<file path="src/rtl/force_pkg.sv">
// Shared definitions for the force-measurement frame transmitter.
//   SYNC_BYTE_DEF : default first byte of every frame
//   UART_START/STOP : 8N1 framing bit levels
//   state_t       : framer FSM states
//   frame_len()   : bytes per frame for a given channel count
package force_pkg;

    localparam logic [7:0] SYNC_BYTE_DEF = 8'hA5;
    localparam logic       UART_START    = 1'b0;
    localparam logic       UART_STOP     = 1'b1;

    typedef enum logic [1:0] {
        CAPTURE,
        DISCARD,
        SEND,
        WAIT_BIT
    } state_t;

    // Sync byte + sequence byte + two bytes per channel + checksum.
    function automatic int frame_len(input int num_ch);
        return 3 + 2 * num_ch;
    endfunction

endpackage

</file>
<file path="src/rtl/uart_tx_8n1.sv">
// 8N1 UART transmitter for one byte at a time.
//   clk        : system clock, rising edge
//   switch_rst : asynchronous active-high reset, forces the line idle
//   data       : byte to send, sampled when load is high
//   load       : start a byte; honoured while idle or in the last stop-bit cycle
//   tx         : serial line, idle high
//   done       : one-cycle pulse during the final cycle of the stop bit
module uart_tx_8n1
    import force_pkg::*;
#(
    parameter int CLKS_PER_BIT = 1154
) (
    input  logic       clk,
    input  logic       switch_rst,
    input  logic [7:0] data,
    input  logic       load,
    output logic       tx,
    output logic       done
);

    localparam int               CNT_W    = (CLKS_PER_BIT > 1) ? $clog2(CLKS_PER_BIT) : 1;
    localparam logic [CNT_W-1:0] CNT_LAST = CNT_W'(CLKS_PER_BIT - 1);

    logic [CNT_W-1:0] clk_cnt;
    logic [3:0]       bit_idx;  // 0 = start, 1..8 = data, 9 = stop
    logic [7:0]       shift;
    logic             active;

    // Loading in the stop bit's last cycle chains bytes with no idle gap.
    assign done = active && (bit_idx == 4'd9) && (clk_cnt == CNT_LAST);

    // NOTE: sequential state uses non-blocking assignments so every register
    // samples the pre-edge values and simulation matches the synthesized flops.
    always_ff @(posedge clk or posedge switch_rst) begin
        if (switch_rst) begin
            tx      <= UART_STOP;
            active  <= 1'b0;
            clk_cnt <= '0;
            bit_idx <= '0;
            shift   <= '0;
        end else if (load) begin
            tx      <= UART_START;
            shift   <= data;
            active  <= 1'b1;
            clk_cnt <= '0;
            bit_idx <= '0;
        end else if (active) begin
            if (clk_cnt == CNT_LAST) begin
                clk_cnt <= '0;
                if (bit_idx == 4'd9) begin
                    active <= 1'b0;
                end else begin
                    bit_idx <= bit_idx + 4'd1;
                    if (bit_idx == 4'd8) begin
                        tx <= UART_STOP;
                    end else begin
                        tx    <= shift[0];
                        shift <= {1'b0, shift[7:1]};
                    end
                end
            end else begin
                clk_cnt <= clk_cnt + CNT_W'(1);
            end
        end
    end

endmodule

</file>
<file path="src/rtl/force_frame_uart_tx.sv">
// Collects NUM_CH 16-bit samples over valid/ready, frames them as
// SYNC, seq, ch0 hi, ch0 lo, ..., checksum and sends the frame as 8N1 UART.
//   clk        : 133 MHz system clock
//   switch_rst : asynchronous active-high reset
//   s_data/s_valid/s_last/s_ready : sample word stream from the ADC stage
//   tx         : UART output, idle high
//   busy       : frame transmission in progress
//   frame_err  : one-cycle pulse when a short or long set is discarded
//   drop_cnt   : words offered while s_ready=0, saturating at 255
//   seq        : sequence number of the next frame
module force_frame_uart_tx
    import force_pkg::*;
#(
    parameter int         NUM_CH       = 8,
    parameter int         CLKS_PER_BIT = 1154,
    parameter logic [7:0] SYNC_BYTE    = SYNC_BYTE_DEF
) (
    input  logic        clk,
    input  logic        switch_rst,
    input  logic [15:0] s_data,
    input  logic        s_valid,
    input  logic        s_last,
    output logic        s_ready,
    output logic        tx,
    output logic        busy,
    output logic        frame_err,
    output logic [7:0]  drop_cnt,
    output logic [7:0]  seq
);

    localparam int NBYTES = frame_len(NUM_CH);
    localparam int IDX_W  = $clog2(NUM_CH + 1);
    localparam int SLOT_W = (NUM_CH > 1) ? $clog2(NUM_CH) : 1;
    localparam int BYTE_W = $clog2(NBYTES);

    localparam logic [IDX_W-1:0]  IDX_LAST = IDX_W'(NUM_CH - 1);
    localparam logic [IDX_W-1:0]  IDX_FULL = IDX_W'(NUM_CH);
    localparam logic [BYTE_W-1:0] CKS_IDX  = BYTE_W'(NBYTES - 1);
    // NBYTES is odd and >= 5, so it always fits in BYTE_W bits.
    localparam logic [BYTE_W-1:0] BYTE_END = BYTE_W'(NBYTES);

    state_t            state;
    logic [IDX_W-1:0]  idx;
    logic [BYTE_W-1:0] byte_idx;
    logic [7:0]        frame_seq;
    logic [7:0]        data_xor;
    logic [15:0]       samples [2**SLOT_W];

    logic              take;
    logic              load;
    logic              done;
    logic [7:0]        tx_byte;
    logic [BYTE_W-1:0] data_off;
    logic [SLOT_W-1:0] rd_slot;
    logic [15:0]       rd_word;

    assign take = s_valid && s_ready;
    assign load = (state == SEND) || ((state == WAIT_BIT) && done && (byte_idx != BYTE_END));

    // NOTE: the sample buffer has no reset; it is always fully rewritten
    // before a frame reads it, so resetting it would only cost logic.
    always_ff @(posedge clk) begin
        if (take && (state == CAPTURE) && (idx != IDX_FULL))
            samples[idx[SLOT_W-1:0]] <= s_data;
    end

    always_ff @(posedge clk or posedge switch_rst) begin
        if (switch_rst) begin
            state     <= CAPTURE;
            idx       <= '0;
            byte_idx  <= '0;
            s_ready   <= 1'b0;
            busy      <= 1'b0;
            frame_err <= 1'b0;
            drop_cnt  <= '0;
            seq       <= '0;
            frame_seq <= '0;
            data_xor  <= '0;
        end else begin
            frame_err <= 1'b0;
            if (s_valid && !s_ready && (drop_cnt != 8'hFF))
                drop_cnt <= drop_cnt + 8'd1;

            case (state)
                CAPTURE: begin
                    s_ready <= 1'b1;
                    if (take) begin
                        if (idx == IDX_FULL) begin
                            // Long set: drop the surplus word, then skip to s_last.
                            frame_err <= 1'b1;
                            idx       <= '0;
                            if (!s_last)
                                state <= DISCARD;
                        end else begin
                            data_xor <= ((idx == '0) ? 8'h00 : data_xor) ^ s_data[15:8] ^ s_data[7:0];
                            if (s_last) begin
                                idx <= '0;
                                if (idx == IDX_LAST) begin
                                    state     <= SEND;
                                    frame_seq <= seq;
                                    byte_idx  <= '0;
                                    s_ready   <= 1'b0;
                                    busy      <= 1'b1;
                                end else begin
                                    frame_err <= 1'b1;
                                end
                            end else begin
                                idx <= idx + IDX_W'(1);
                            end
                        end
                    end
                end
                DISCARD: begin
                    s_ready <= 1'b1;
                    if (take && s_last)
                        state <= CAPTURE;
                end
                SEND: begin
                    state    <= WAIT_BIT;
                    byte_idx <= byte_idx + BYTE_W'(1);
                end
                WAIT_BIT: begin
                    if (done) begin
                        if (byte_idx == BYTE_END) begin
                            state   <= CAPTURE;
                            busy    <= 1'b0;
                            s_ready <= 1'b1;
                            idx     <= '0;
                            seq     <= seq + 8'd1;
                        end else begin
                            byte_idx <= byte_idx + BYTE_W'(1);
                        end
                    end
                end
                default: state <= CAPTURE;
            endcase
        end
    end

    // Byte selector: byte 2+2c is channel c high byte, 3+2c its low byte.
    always_comb begin
        // NOTE: every output gets a default first so no path leaves it
        // unassigned and no latch is inferred.
        tx_byte  = 8'h00;
        data_off = byte_idx - BYTE_W'(2);
        rd_slot  = SLOT_W'(data_off >> 1);
        rd_word  = samples[rd_slot];
        if (byte_idx == '0)
            tx_byte = SYNC_BYTE;
        else if (byte_idx == BYTE_W'(1))
            tx_byte = frame_seq;
        else if (byte_idx == CKS_IDX)
            tx_byte = frame_seq ^ data_xor;
        else
            tx_byte = data_off[0] ? rd_word[7:0] : rd_word[15:8];
    end

    uart_tx_8n1 #(
        .CLKS_PER_BIT(CLKS_PER_BIT)
    ) u_uart (
        .clk       (clk),
        .switch_rst(switch_rst),
        .data      (tx_byte),
        .load      (load),
        .tx        (tx),
        .done      (done)
    );

endmodule

</file>
<file path="config.mk">
export PLATFORM = sky130hd
export DESIGN_NAME = force_frame_uart_tx
export DESIGN_NICKNAME = d
export VERILOG_FILES = /design/src/rtl/force_pkg.sv /design/src/rtl/uart_tx_8n1.sv /design/src/rtl/force_frame_uart_tx.sv
export SDC_FILE = /design/constraint.sdc
export NUM_CORES = 1
export LEC_CHECK = 0
export ABC_CLOCK_PERIOD_IN_PS = 7200
export CELL_PAD_IN_SITES_DETAIL_PLACEMENT = 1
export CELL_PAD_IN_SITES_GLOBAL_PLACEMENT = 1
export CORE_MARGIN = 4
export CORE_UTILIZATION = 50
export DETAILED_ROUTE_END_ITERATION = 8
export HOLD_SLACK_MARGIN = 0.06
export PLACE_DENSITY = 0.82
export SYNTH_ARGS = -nofsm -noshare
export SYNTH_HDL_FRONTEND = slang
export SYNTH_SLANG_ARGS = --single-unit
</file>
<file path="constraint.sdc">
create_clock -name clk -period 7.2 [get_ports clk]
set_clock_uncertainty 0.1 [all_clocks]
set_input_delay 2.16 -clock clk [delete_from_list [all_inputs] [get_ports clk]]
set_output_delay 2.16 -clock clk [all_outputs]
set_load 0.05 [all_outputs]
</file>
# [Word-level counts from Yosys, hierarchy flattened]
# Memory sizes are Yosys's and may differ from the RTL's.
# Index checks and enable logic that the tools add are counted.
[word_totals] regBits=71 mem_bits_rw=128 in_bits=20 output_inout_bits=20 word_cells=152 memories=1
[mem_list] name="samples" words=8 word_bits=16 read_ports=1 rd_clocked_by_memory_dff=0 wr=1 line_no="force_frame_uart_tx.sv:47" rtl="logic [15:0] samples [2**SLOT_W];"
[classes] addsub=7 n_eq_ne=27 muxes=68 bitwise_logic=4 n_reduce_logical=30
[ops] op="$mux W8" count=10
[ops] op="$mux W4" count=9
[ops] op="$mux W11" count=3
[ops] op="$mux W5" count=6
[ops] op="$mux W1" count=27
[ops] op="$xor A8 B8 Y8" count=3
[ops] op="$reduce_and A7 Y1" count=3
[ops] op="$add A8 B1 Y8 const B" count=2
[ops] op="$mux W2" count=8
[ops] op="$ne A2 B2 Y1 const B" count=8
[ops] op="$pmux W5 S3" count=1
[ops] op="$eq A4 B4 Y1 const B" count=3
[ops] op="$reduce_and A3 Y1" count=4
[ops] op="$add A11 B1 Y11 const B" count=1
[ops] op="$eq A11 B11 Y1 const B" count=1
[ops] op="$eq A5 B5 Y1 const B" count=2
[ops] op="$logic_and A1 B1 Y1" count=10
[ops] op="$add A4 B1 Y4 const B" count=2
[ops] op="$ne A8 B8 Y1 const B" count=1
[ops] op="$pmux W2 S4" count=1
[ops] op="$pmux W4 S2" count=1
[ops] op="$reduce_and A4 Y1" count=2
[ops] op="$reduce_bool A2 Y1" count=3
[ops] op="$reduce_bool A3 Y1" count=2
[ops] op="21 further kinds" count=23

# [Longest topological paths before layout]
[depth] depth_word=8 depth_mapped=11 ltp_nobuf=7

# [Modules after synthesis]
# A second synthesis with hierarchy kept.
[hier_totals] hier_cells=641 hier_area_um2=8991.1
[by_module_without_submodules] module="force_frame_uart_tx" instances=1 cells_each=493 area_each_um2=7579.8 seq_area_each_um2=4994.8
[by_module_without_submodules] module="uart_tx_8n1" instances=1 cells_each=148 area_each_um2=1411.4 seq_area_each_um2=626.9

# [Worst setup path after synthesis]
# No wires, ideal clock.
[synth_path] path_kind="input to register" start="in s_valid" end="mem samples[3][0], enable pin" setup_time_ns=0.430 t_arrival_ns=4.474 t_required_ns=6.670 setup_slack_ns=2.196 path_stages=5 n_path_buf=1 cell_sequence="nand3b_1 nor2_1 nand2_1 clkbuf_1 nor4_1"
[synth_between] elab_chain_len=5
[synth_rtl] element="from (decl)" line_no="force_frame_uart_tx.sv:21" rtl="input logic s_valid,"
[synth_rtl] element="$logic_and A1 B1 Y1" line_no="force_frame_uart_tx.sv:57" rtl="assign take = s_valid && s_ready;"
[synth_rtl] element="$logic_and A1 B1 Y1 (2 in series)" line_no="force_frame_uart_tx.sv:63" rtl="if (take && (state == CAPTURE) && (idx != IDX_FULL))"
[synth_rtl] element="$mux W1" line_no="force_frame_uart_tx.sv:63"
[synth_rtl] element="$mux W1 (implied by the code)" line_no="force_frame_uart_tx.sv:64" rtl="samples[idx[SLOT_W-1:0]] <= s_data;"
[synth_rtl] element="to (decl)" line_no="force_frame_uart_tx.sv:47"
# No other way between the ends.

# [Worst setup path in the final report]
[layout_path] start="in s_valid" end="mem samples[0][13], enable pin"
# The elaborated chain is that of the path after synthesis.

==> key figures <==
Run status
  • Outcome: completed

Place
  • Post-Place Setup Slack: approximately 2.5 ns
  • Routability-driven placement congestion ratio: 0.842
  • IO Port Bufs: 39
  • DP HPWL: 14100 um

Yosys
  • Syn Inst Count: 611
  • Yosys top cell area share: 43.5%
  • Post-synth EDFFs: 128
  • Top cells by area, synth: edfxtp_1 (43%), dfrtp_1 (20%), mux4_2 (6.9%)
  • Yosys warnings: 0
  • Sequential share of the synthesized area: approximately 64%
  • Main synth FF type: edfxtp_1
  • Synth Register Bits: 199
  • Unique masters post-synth: 60
  • Yosys top cell by area: edfxtp_1
  • Post-synth ARST share: about 36%
  • Cell area after synthesis: 0.00885 mm2
  • Syn Nets: 646
  • Syn_area_per_cell: 14.5 um2

Power
  • Pwr dens: 350 mW/mm2
  • VDD IR-drop max: 0.230 mV
  • Pwr Total: 3.54 mW
  • Pleak: 3.78 nW

Drt
  • Routed vias/inst: 5.93
  • First-pass DRT Iterations: 4
  • ANT nets after route: 0
  • Post-Route WL: 20900 um
  • # DRC: 0
  • Via count: 5298
  • DRT iter0 DRCs: approximately 340
  • Routed length per instance: 23.5 um

Setup path
  • Crit path max-delay cell type: clkdlybuf4s50_1
  • Critical Path Source Type: primary input
  • Worst path cell trace: clkdlybuf4s50_1 > nand3b_1 > nor2_1 > nand2_1 > nor4_2 > buf_4
  • CP top delay family: simple AND/OR/NAND/NOR gates
  • Crit path largest cell delay: 0.58 ns
  • CP Class: in -> reg
  • Buf+Inv Stages, Crit Path: 2
  • CP Max Fanout: 16
  • Critical path arrival: 4.33 ns
  • Critical Path RT: 7.22 ns
  • Worst setup EP type: register
  • R2R Setup Slk: 3.31 ns

Layout
  • Utilization after layout: approximately three fifths
  • Net count, final: 690
  • Area Overhead vs Synth: 14.6%
  • Most frequent cells in the layout: edfxtp_1 (128), dfrtp_1 (70), nor2_1 (45)
  • Commonest non-fill, non-tap cell in the layout: edfxtp_1
  • Antenna cell count: 0
  • Ratio of cells with drive above 1 in the final layout: ~15%

Clock network
  • Worst-Skew Late Latency: 0.44 ns
  • Number of clock sinks: 199
  • Max H-tree Level: 4
  • CTS Buffer Depth: 2
  • CTS tree: done
  • Clock root buffer master: clkbuf_16
  • CTS Buf Count: 17
  • Setup bufs post-CTS: 0
  • Hold Buf Count CTS: 0
  • Post-CTS resize count: 0
  • Worst-path clk slew: roughly 0.080 ns

STA
  • Worst-Margin Slew: 1.11 ns
  • Setup Total Neg Slack: 0 ns
  • Final Hold Fails: 0
  • Final setup fails: 0
  • Fmax: 232 MHz
  • Final period util: about three fifths
  • Rel. slew slack: 25.5%
  • RSZ-0062 raised after global routing: false
  • Setup ws final: just under 3 ns
  • Final worst path period need: 4.32 ns
  • Fin Hold WS: 0.397 ns
  • Slew Viols, Final: 0

Global routing
  • GRT Residual Overflow: 0
  • GR met2 Demand/Resource: 40.5%
  • Initial antenna violation count: 0
  • Met1 Use GR: 27.6%
  • Total track usage: about 22%
  • Met3 GRT Util: 4.34%
  • Vias in the first global route: 5885
  • GR peak layer: met2
  • Pin count of the biggest net entering global routing: roughly 70
  • Wire length of the first global-routing pass: 33600 um

Min path
  • HP Class: reg -> reg

Die
  • I/O Pins: 40
  • Die Wd: approximately 140 um
  • Rows: 48
  • Core Footprint: between 0.015 and 0.02 mm2
  • Die ar.: 0.0199 mm2
  • Height of the die: 141 um
  • Initial Utilization: between 50 and 60%

Job
  • Maxcap violations: 0
-- power breakdown --
group / total (mW) / leakage, nW / switching (mW) / internal (mW)
registers: 1.54 / 2.09 / 0.140 / 1.40
clock network: 0.999 / 0.309 / 0.486 / 0.513
logic: 1.01 / 1.38 / 0.584 / 0.425
-- worst paths after layout --
kind                             start                end  depth (start not counted)
max                            s_valid     samples[0][13]                          6
min                        drop_cnt[7]        drop_cnt[7]                          1
max reg2reg                byte_idx[1]    u_uart.shift[2]                          9
min reg2reg                drop_cnt[7]        drop_cnt[7]                          1
max in group asynchronous   switch_rst        data_xor[4]                          3
min in group asynchronous   switch_rst  u_uart.clk_cnt[1]                          3
-- registers in the layout, summed over array words and instances (netlist names), 5 cells and up --
register and flops:
samples 128, u_uart.clk_cnt 11, data_xor 8, drop_cnt 8, frame_seq 8, seq 8, u_uart.shift 8, byte_idx 5
-- kinds of logic (layout without fill, tap and decap cells) --
logic type / after synthesis / count (layout) / synth area share [%]
flip-flops: 199 / 199 / 63.6
AND/OR/NAND/NOR: 171 / 171 / 10.2
AO/OA/AOI/OAI: 77 / 77 / 5.71
multiplexers: 60 / 60 / 11.5
buffers and inverters: 49 / 106 / 2.67
XOR/XNOR: 40 / 40 / 4.17
adder cells (fa/ha/maj): 15 / 15 / 2.12
-- metrics by stage --
step           cell area [um2]  instances
2_1_floorplan             8850        611
3_3_place_gp              9500        861
3_5_place_dp              9500        861
4_1_cts                  10100        893
5_1_grt                  10100        893
6_report                 10100        893
-- Yosys cell counts (all sizes together) (9+ instances only) --
library cell	instances
mux2i	15
xnor2	31
a21oi	23
edfxtp	128
xor2	9
nor2	45
mux2	14
nand2	44
dfrtp	70
nand4	12
clkbuf	12
buf	15
nand3	12
inv	20
and3	9
o21ai	15
mux4	31
nor3	11
ha	15
-- worst register-to-register path, cell delays in order (launching register included) --
cell	delay [ns]
dfrtp_1	0.34
buf_4	0.39
clkinv_2	0.38
ha_1	0.37
xor2_4	0.17
buf_4	0.46
mux4_1	0.70
mux2_2	0.31
a211oi_1	0.37
a211oi_1	0.15
-- cell type report --
class / count / area [um2]
fill: 1633 / 7160
sequential: 199 / 5620
multi-input combinational: 363 / 3020
timing repair buffer: 52 / 488
clock buffer: 17 / 425
tap: 225 / 282
clock inverter: 15 / 213
inverter: 22 / 83.8
-- layer usage --
metal / up-vias / routed length [um]
met1: 2759 / 8410
met3: 17 / 1060
met5: - / 0
met2: 127 / 11200
met4: 0 / 255
li1: 2395 / -
Power figures use the tool's default switching activity.
